### config.mk
export PLATFORM = sky130hd
export DESIGN_NAME = multicycle_cpu
export DESIGN_NICKNAME = d
export VERILOG_FILES = /design/src/rtl/mc_cpu_pkg.sv /design/src/rtl/mc_cpu_regfile.sv /design/src/rtl/multicycle_cpu.sv
export SDC_FILE = /design/constraint.sdc
export NUM_CORES = 2
export LEC_CHECK = 0
export ABC_AREA = 0
export CAP_MARGIN = 40
export CORE_AREA = 2 2 489 491
export CTS_CLUSTER_DIAMETER = 150
export DETAILED_ROUTE_END_ITERATION = 10
export DIE_AREA = 0 0 491 493
export REMOVE_ABC_BUFFERS = 1
export SETUP_SLACK_MARGIN = 0.02
export SLEW_MARGIN = 20
export SYNTH_ARGS = -nofsm -noshare
export SYNTH_HDL_FRONTEND = slang
export SYNTH_SLANG_ARGS = --single-unit
### constraint.sdc
create_clock -name clk -period 5.6 [get_ports clk]
set_clock_uncertainty 0.1 [all_clocks]
set_input_delay 1.4 -clock clk [delete_from_list [all_inputs] [get_ports clk]]
set_output_delay 1.4 -clock clk [all_outputs]
set_load 0.02 [all_outputs]
### src/rtl/mc_cpu_pkg.sv
// Shared encodings, FSM states and ALU operations for the multicycle MIPS core.
// Build with ILLEGAL_TRAP_EN defined to halt on unsupported instructions.
package mc_cpu_pkg;

   localparam logic [5:0] OP_RTYPE = 6'h00;
   localparam logic [5:0] OP_J     = 6'h02;
   localparam logic [5:0] OP_BEQ   = 6'h04;
   localparam logic [5:0] OP_ORI   = 6'h0D;
   localparam logic [5:0] OP_LUI   = 6'h0F;
   localparam logic [5:0] OP_LW    = 6'h23;
   localparam logic [5:0] OP_SW    = 6'h2B;

   localparam logic [5:0] FN_SYSCALL = 6'h0C;
   localparam logic [5:0] FN_ADDU    = 6'h21;
   localparam logic [5:0] FN_SUBU    = 6'h23;
   localparam logic [5:0] FN_SLT     = 6'h2A;

   typedef enum logic [2:0] {
      S_FETCH,
      S_DECODE,
      S_EXEC,
      S_MEM,
      S_WB,
      S_HALT
   } state_t;

   typedef enum logic [2:0] {
      ALU_ADD,
      ALU_SUB,
      ALU_SLT,
      ALU_OR,
      ALU_LUI
   } alu_op_t;

   function automatic logic [31:0] alu(
      input alu_op_t     op,
      input logic [31:0] x,
      input logic [31:0] y
   );
      logic [31:0] r;
      r = '0;
      case (op)
         ALU_ADD: r = x + y;
         ALU_SUB: r = x - y;
         ALU_SLT: r = {31'b0, $signed(x) < $signed(y)};
         ALU_OR:  r = x | y;
         ALU_LUI: r = {y[15:0], 16'h0000};
         default: r = '0;
      endcase
      return r;
   endfunction

endpackage

### src/rtl/mc_cpu_regfile.sv
// GPR file: two async reads, one sync write, sync clear.
// $0 and indices at or above REG_COUNT read as zero and ignore writes.
module mc_cpu_regfile #(
   parameter int REG_COUNT = 32
) (
   input  logic        clk,
   input  logic        rst,
   input  logic [4:0]  raddr1,
   input  logic [4:0]  raddr2,
   output logic [31:0] rdata1,
   output logic [31:0] rdata2,
   input  logic        we,
   input  logic [4:0]  waddr,
   input  logic [31:0] wdata
);

   localparam int AW = $clog2(REG_COUNT);

   logic [31:0] regs [REG_COUNT];

   function automatic logic live(input logic [4:0] a);
      return (a != 5'd0) && (int'(a) < REG_COUNT);
   endfunction

   assign rdata1 = live(raddr1) ? regs[raddr1[AW-1:0]] : '0;
   assign rdata2 = live(raddr2) ? regs[raddr2[AW-1:0]] : '0;

   always_ff @(posedge clk) begin
      if (rst) begin
         for (int i = 0; i < REG_COUNT; i++) regs[i] <= '0;
      end else if (we && live(waddr)) begin
         regs[waddr[AW-1:0]] <= wdata;
      end
   end

endmodule

### src/rtl/multicycle_cpu.sv
// Multicycle MIPS subset core: FETCH/DECODE/EXEC/MEM/WB/HALT over one memory port.
// ILLEGAL_TRAP_EN: unsupported instructions halt instead of acting as NOPs.
module multicycle_cpu
   import mc_cpu_pkg::*;
#(
   parameter logic [31:0] RESET_PC  = 32'h0000_3000,
   parameter int          REG_COUNT = 32
) (
   input  logic        clk,
   input  logic        rst,
   output logic        mem_req,
   output logic        mem_we,
   output logic [31:0] mem_addr,
   output logic [31:0] mem_wdata,
   input  logic [31:0] mem_rdata,
   input  logic        mem_ready,
   output logic        halted,
   output logic [31:0] pc_dbg
);

`ifdef ILLEGAL_TRAP_EN
   localparam state_t ILL_NX = S_HALT;
`else
   localparam state_t ILL_NX = S_FETCH;
`endif

   state_t      state, state_nx;
   logic [31:0] pc, ir, a, b, imm, res;
   logic [31:0] rd1, rd2, alu_b, alu_y, ea;
   logic [5:0]  opcode, funct;
   logic [4:0]  waddr;
   alu_op_t     alu_op;
   logic        is_sys, is_mem, is_flow, is_wb;

   assign opcode = ir[31:26];
   assign funct  = ir[5:0];
   assign waddr  = (opcode == OP_RTYPE) ? ir[15:11] : ir[20:16];
   assign alu_b  = (opcode == OP_RTYPE) ? b : imm;
   assign alu_y  = alu(alu_op, a, alu_b);
   assign ea     = a + imm;

   mc_cpu_regfile #(.REG_COUNT(REG_COUNT)) u_rf (
      .clk    (clk),
      .rst    (rst),
      .raddr1 (ir[25:21]),
      .raddr2 (ir[20:16]),
      .rdata1 (rd1),
      .rdata2 (rd2),
      .we     (state == S_WB),
      .waddr  (waddr),
      .wdata  (res)
   );

   always_comb begin
      alu_op  = ALU_ADD;
      is_sys  = 1'b0;
      is_mem  = 1'b0;
      is_flow = 1'b0;
      is_wb   = 1'b0;
      case (opcode)
         OP_RTYPE: begin
            case (funct)
               FN_ADDU:    begin alu_op = ALU_ADD; is_wb = 1'b1; end
               FN_SUBU:    begin alu_op = ALU_SUB; is_wb = 1'b1; end
               FN_SLT:     begin alu_op = ALU_SLT; is_wb = 1'b1; end
               FN_SYSCALL: is_sys = 1'b1;
               default:    ;
            endcase
         end
         OP_ORI:       begin alu_op = ALU_OR;  is_wb = 1'b1; end
         OP_LUI:       begin alu_op = ALU_LUI; is_wb = 1'b1; end
         OP_LW, OP_SW: is_mem = 1'b1;
         OP_BEQ, OP_J: is_flow = 1'b1;
         default:      ;
      endcase
   end

   always_comb begin
      state_nx = state;
      case (state)
         S_FETCH:  if (mem_ready) state_nx = S_DECODE;
         S_DECODE: state_nx = S_EXEC;
         S_EXEC: begin
            unique case (1'b1)
               is_sys:  state_nx = S_HALT;
               is_mem:  state_nx = S_MEM;
               is_flow: state_nx = S_FETCH;
               is_wb:   state_nx = S_WB;
               default: state_nx = ILL_NX;
            endcase
         end
         S_MEM: begin
            if (mem_ready) state_nx = (opcode == OP_LW) ? S_WB : S_FETCH;
         end
         S_WB:    state_nx = S_FETCH;
         default: state_nx = S_HALT;
      endcase
   end

   always_ff @(posedge clk) begin
      if (rst) begin
         state <= S_FETCH;
         pc    <= RESET_PC;
         ir    <= '0;
         a     <= '0;
         b     <= '0;
         imm   <= '0;
         res   <= '0;
      end else begin
         state <= state_nx;
         case (state)
            S_FETCH: begin
               if (mem_ready) begin
                  ir <= mem_rdata;
                  pc <= pc + 32'd4;
               end
            end
            S_DECODE: begin
               a   <= rd1;
               b   <= rd2;
               imm <= (opcode == OP_ORI) ? {16'h0000, ir[15:0]}
                                         : {{16{ir[15]}}, ir[15:0]};
            end
            S_EXEC: begin
               res <= alu_y;
               // pc already points past the branch, so the offset adds to it directly
               if (opcode == OP_BEQ && a == b) pc <= pc + {imm[29:0], 2'b00};
               if (opcode == OP_J) pc <= {pc[31:28], ir[25:0], 2'b00};
            end
            S_MEM: if (mem_ready) res <= mem_rdata;
            default: ;
         endcase
      end
   end

   assign mem_req   = !rst && (state == S_FETCH || state == S_MEM);
   assign mem_we    = !rst && (state == S_MEM) && (opcode == OP_SW);
   assign mem_addr  = (state == S_MEM) ? ea : pc;
   assign mem_wdata = b;
   assign halted    = (state == S_HALT);
   assign pc_dbg    = pc;

endmodule

Word level (Yosys, flattened, before mapping) --
Memories as Yosys holds them, arrays and structs flattened. A register that Yosys moved wholly into a read port is not among the register bits. Index checks and enable logic that the tools add are counted.
Word-level totals: register bits after elaboration 195, input bits 35, memories 1, bits in latches 0, ROM bits 0, bits in writable memories 1024, word-level logic and storage cells 102
Memory list:
- u_rf.regs | words 32, bits a word 32, rd ports 2, clocked after Yosys merged registers in 2, write ports 32, line mc_cpu_regfile.sv:19 | logic [31:0] regs [REG_COUNT];
Operators by class: eq/ne operators 25, order comparisons 1, shift-type cells 0, multiply operators 0, add/sub/neg operators 5, reductions and logical operators 24, bitwise operators 1, div/mod/pow operators 0, muxes and demuxes 37
Operator list (count):
- 2-to-1 mux 32 bit | 10
- case mux 32 bit (5 select lines) | 1
- case mux 32 bit (2 select lines) | 2
- adder 32 bit | 3
- adder 32 x 3 -> 32 bit (second input constant) | 1
- == test 32 bit | 1
- < comparator 32 bit | 1
- bitwise OR 32 bit | 1
- OR reduction 32 bit | 1
- subtractor 32 bit | 1
- == test 6 bit (second input constant) | 5
- 2-to-1 mux 5 bit | 6
- == test 6 x 4 -> 1 bit (second input constant) | 3
- case mux 3 bit (3 select lines) | 2
- case mux 3 bit (5 select lines) | 1
- nonzero test 5 bit | 3
- == test 3 x 2 -> 1 bit (second input constant) | 4
- 2-to-1 mux 1 bit | 10
- == test 3 bit (second input constant) | 3
- 2-to-1 mux 3 bit | 3
- != test 2 bit (second input constant) | 4
- == test 3 x 1 -> 1 bit (second input constant) | 2
- == test 6 x 2 -> 1 bit (second input constant) | 1
- == test 6 x 3 -> 1 bit (second input constant) | 1
- other kinds (14) | 23

Logic depth before layout (Yosys ltp) --
depth after elaboration 9, mapped depth 19, mapped depth without buffers 16

Hierarchy --
From an unflattened synthesis, not the netlist that was laid out.
Unflattened totals: cells, all modules 5828, area total of the unflattened synthesis 70512.6 µm²
Modules (own cells, without submodules):
- mc_cpu_regfile | times used 1, seq. area each 30749.5 µm², cells each 3502, area an instance 54234.5 µm²
- multicycle_cpu | times used 1, seq. area each 3563.4 µm², cells each 2326, area an instance 16278.1 µm²

Least setup slack after synthesis --
No wires, ideal clock.
path kind in2reg, start point in rst, end point mem u_rf.regs[14][0] (enable), data required time 5034 ps, stages on the path 5, path slack 430 ps, arrival 4605 ps, buffers on the path 2, cells stage by stage clkbuf_1 -> nor3_1 -> o21ai_1 -> clkbuf_1 -> o21ai_0
RTL lines:
- start: declaration | line multicycle_cpu.sv:10 | input logic rst,
- end: declaration | line mc_cpu_regfile.sv:19

Worst setup path after layout --
start point reg a[0], end point out mem_addr[18]
On the way: word-level cells in the longest chain between the ends 2
RTL lines:
- start: declaration | line multicycle_cpu.sv:28 | logic [31:0] pc, ir, a, b, imm, res;
- start signal: assignment | line multicycle_cpu.sv:119 | a <= rd1;
- adder 32 bit | line multicycle_cpu.sv:40 | assign ea = a + imm;
- 2-to-1 mux 32 bit | line multicycle_cpu.sv:138 | assign mem_addr = (state == S_MEM) ? ea : pc;
- end: declaration | line multicycle_cpu.sv:13 | output logic [31:0] mem_addr,
No other way between the ends.

==> reports/metrics.cfg <==
[grt]
grt-ovfl-total=0
grtUsageTotal=0.207
grt_max_degree=91
antenna_found_initial=19
grt_pass1_vias=49352
grt_pass1_wl_um=364000

[die]
die_w_um=491
core_sq_um=237000
die_height_um=493
num_io_pins=134
start_util=0.299
num_rows=179
die-area_sq_um=242000

[drt]
drt-initial-drc-count=6432
num_vias=50157
viasPerCell=5.64
firstDrtPassIters=7
routed_wl_um=256000
drc=0
ant_nets=0
wire_per_inst_um=28.8

[clock_network]
htreeDepth=4
cts_tree=done
cts_buffers=142
clock_path_buffers=3
clock_sinks=1212
insertion_delay_ns=0.81
cts_root_buf=clkbuf_16
clk_pin_slew_worst_paths_ns=0.06

[synth]
synth_top_area_cell=edfxtp_1
ys.flop_type=edfxtp_1
synth_commonest_cells=edfxtp_1, and2_1, mux4_2
synth_compound_area_frac=0.0767
synth_area_leaders=edfxtp_1, mux4_2, and2_1
yosys.area_share.simple=0.147
syn_avg_cell_area_sq_um=12.8
synth_area_sq_um=70800
synth_adder_area_share=0.0289
yosysUniqueCellTypes=100
yosysWarningCount=0
ys_seq_area_frac=0.488
synth_edf_count=1024
synth_mux_area_frac=0.215
synth_seq_cells=1212
synth_top_family_by_area=multiplexers
syn_inst=5544
synthArstFlopShare=0
yosys.area_share.xor_xnor=0.0103
post-synth-top-count-cell=edfxtp_1
synth_top_area_share=0.435

[timing]
tightest_slew_ns=0.998
fin_hold_ws_ns=0.377
fin_setup_tns_ns=0
hold_violations=0
fmaxAchievable_mhz=184
finalSetupViolations=0
fin_crit_ns=5.43
fin_crit_sh=0.970
maxSlewHeadroom=0.326
slew_violations=0
setup_slack_ns=0.167

[power]
p_int_mw=17.0
swShare=0.284
power.switching_mw=6.73
power.total_mw=23.7
leakage_nw=28.5
p_comb_frac=0.173
seq_power_share=0.440
power_density_nw_per_um2=288
clockPowerShare=0.387
vdd_drop_max_v=0.000326

[worst_setup_path]
crit_buf_inv=3
crit_fanout=4
worstPathCellList=ha_1 > inv_1 > fa_1 > and2b_1 > o31a_1 > o221ai_2 > o211ai_1 > buf_4 > a21boi_0 > xnor2_1 > o21ai_0 > clkdlybuf4s50_1
cpPeakStageDelay_ns=0.64
cp_slowest_cell=clkdlybuf4s50_1
cp.required_ns=4.10
end_kind=output port
arrival_ns=3.93
worst_path_dominant_cell_family=compound AO/OA/AOI/OAI gates
worstSetupPathType=reg -> out
crit_path_start_kind=register

[layout]
stdcell_area_sq_um=82400
layout.nets=5813
drive_gt1_frac=0.219
fill_cells=22954
area_growth_pct=16.4

[place]
dp_slack_ns=0.275
portBuffers=131
place_area_sq_um=77700
hpwl_um=172000
place_congestion=0.953

[outcome]
outcome=finished, final reports clean

[run]
maxCapViolCount=0

[worst_hold_path]
hp-class=reg -> reg

-- layer usage --
| layer | track usage | routed length (um) |
|---|---|---|
| met2 | 0.335 | 121000 |
| met4 | 0.0737 | 9330 |
| met5 | 0 | 11 |
| met1 | 0.277 | 101000 |
| met3 | 0.0384 | 25000 |
-- state kept, by name (all words and copies together), names as in the netlist, named ones only --
signal	cells
u_rf.regs	1024
a	32
ir	32
mem_wdata	32
res	32
pc_dbg	30
imm	17
state	3
-- layout make-up --
cell class                      instances  area (sq um)  area share
Antenna cell                            7          17.5    0.000213
Clock inverter                         60           614     0.00746
Timing Repair Buffer                  394          4200      0.0509
Sequential cell                      1212         34600       0.419
Tap cell                             3167          3960      0.0481
Multi-Input combinational cell       3752         34700       0.421
Clock buffer                          193          3920      0.0476
Inverter                              115           433     0.00525
-- worst reg2reg max path: cells and delay by family (launching register included) --
| family | cells | cell delay [ns] |
|---|---|---|
| AOI/OAI and AO/OA | 7 | 2.11 |
| and+or+nand+nor | 6 | 1.83 |
| adders and majority gates | 1 | 0.43 |
| DFF | 1 | 0.37 |
| buffers and inverters | 1 | 0.07 |
-- cells by family after synthesis --
logic type	count (synthesis)
simple gates	1906
flops	1212
compound gates	850
mux	718
buf+inv	613
fa+ha+maj	161
xor+xnor	83
other cells	1
-- repair_timing --
item	CTS	global route
setup endpoints to repair	14	12
pin swaps	0	2
hold endpoints to repair	0	0
hold buffers	0	0
resized for setup	23	17
buffers inserted	0	1
-- path summary, 6_finish.rpt --
kind | to | slack, ns | depth (start not counted) | startpoint
max reg2reg | res[29]$_SDFFE_PP0P_ | 0.56 | 15 | ir[31]$_SDFFE_PP0P_
min reg2reg | imm[10]$_SDFFE_PP0N_ | 0.38 | 2 | ir[10]$_SDFFE_PP0P_
min | imm[10]$_SDFFE_PP0N_ | 0.38 | 2 | ir[10]$_SDFFE_PP0P_
max | mem_addr[18] | 0.17 | 12 | a[0]$_SDFFE_PP0N_
-- cells in the final DEF (no fill, tap or decap), types with 24 or more instances in the layout --
| master | instances |
|---|---|
| o211ai_1 | 37 |
| inv_1 | 112 |
| edfxtp_1 | 1024 |
| mux2i_1 | 74 |
| nand3_1 | 36 |
| o21ai_4 | 37 |
| a21oi_1 | 277 |
| buf_8 | 28 |
| xnor2_1 | 34 |
| nand2_1 | 329 |
| a211oi_1 | 36 |
| conb_1 | 34 |
| and2_1 | 1004 |
| dfxtp_1 | 171 |
| buf_4 | 185 |
| buf_12 | 31 |
| nor2_1 | 262 |
| mux4_2 | 640 |
| nor2_4 | 31 |
| ha_1 | 157 |
| clkdlybuf4s50_1 | 121 |
| o21ai_0 | 162 |
| nor4_1 | 26 |
| xor2_1 | 49 |
| nor3_1 | 48 |
| a31oi_1 | 24 |
| clkbuf_16 | 147 |
| a21o_1 | 56 |
| clkbuf_1 | 39 |
| nor2b_1 | 27 |
-- through the flow --
step,instances,utilization
floorplan,5079,-
global placement,8585,0.324
detailed placement,8635,0.328
CTS,8888,0.347
global route,8894,0.348
finish,8900,0.348
-- power by group through the flow --
stage | registers, mW | clock network [mW] | logic, mW
after floorplan | 10.8 | 0 | 2.55
after global placement | 10.7 | 0 | 3.88
after detailed placement | 10.6 | 0 | 4.01
after CTS | 10.4 | 9.27 | 4.03
after global routing | 10.5 | 9.60 | 4.28
final | 10.4 | 9.16 | 4.10
No activity file was read; power rests on OpenSTA's default activity.
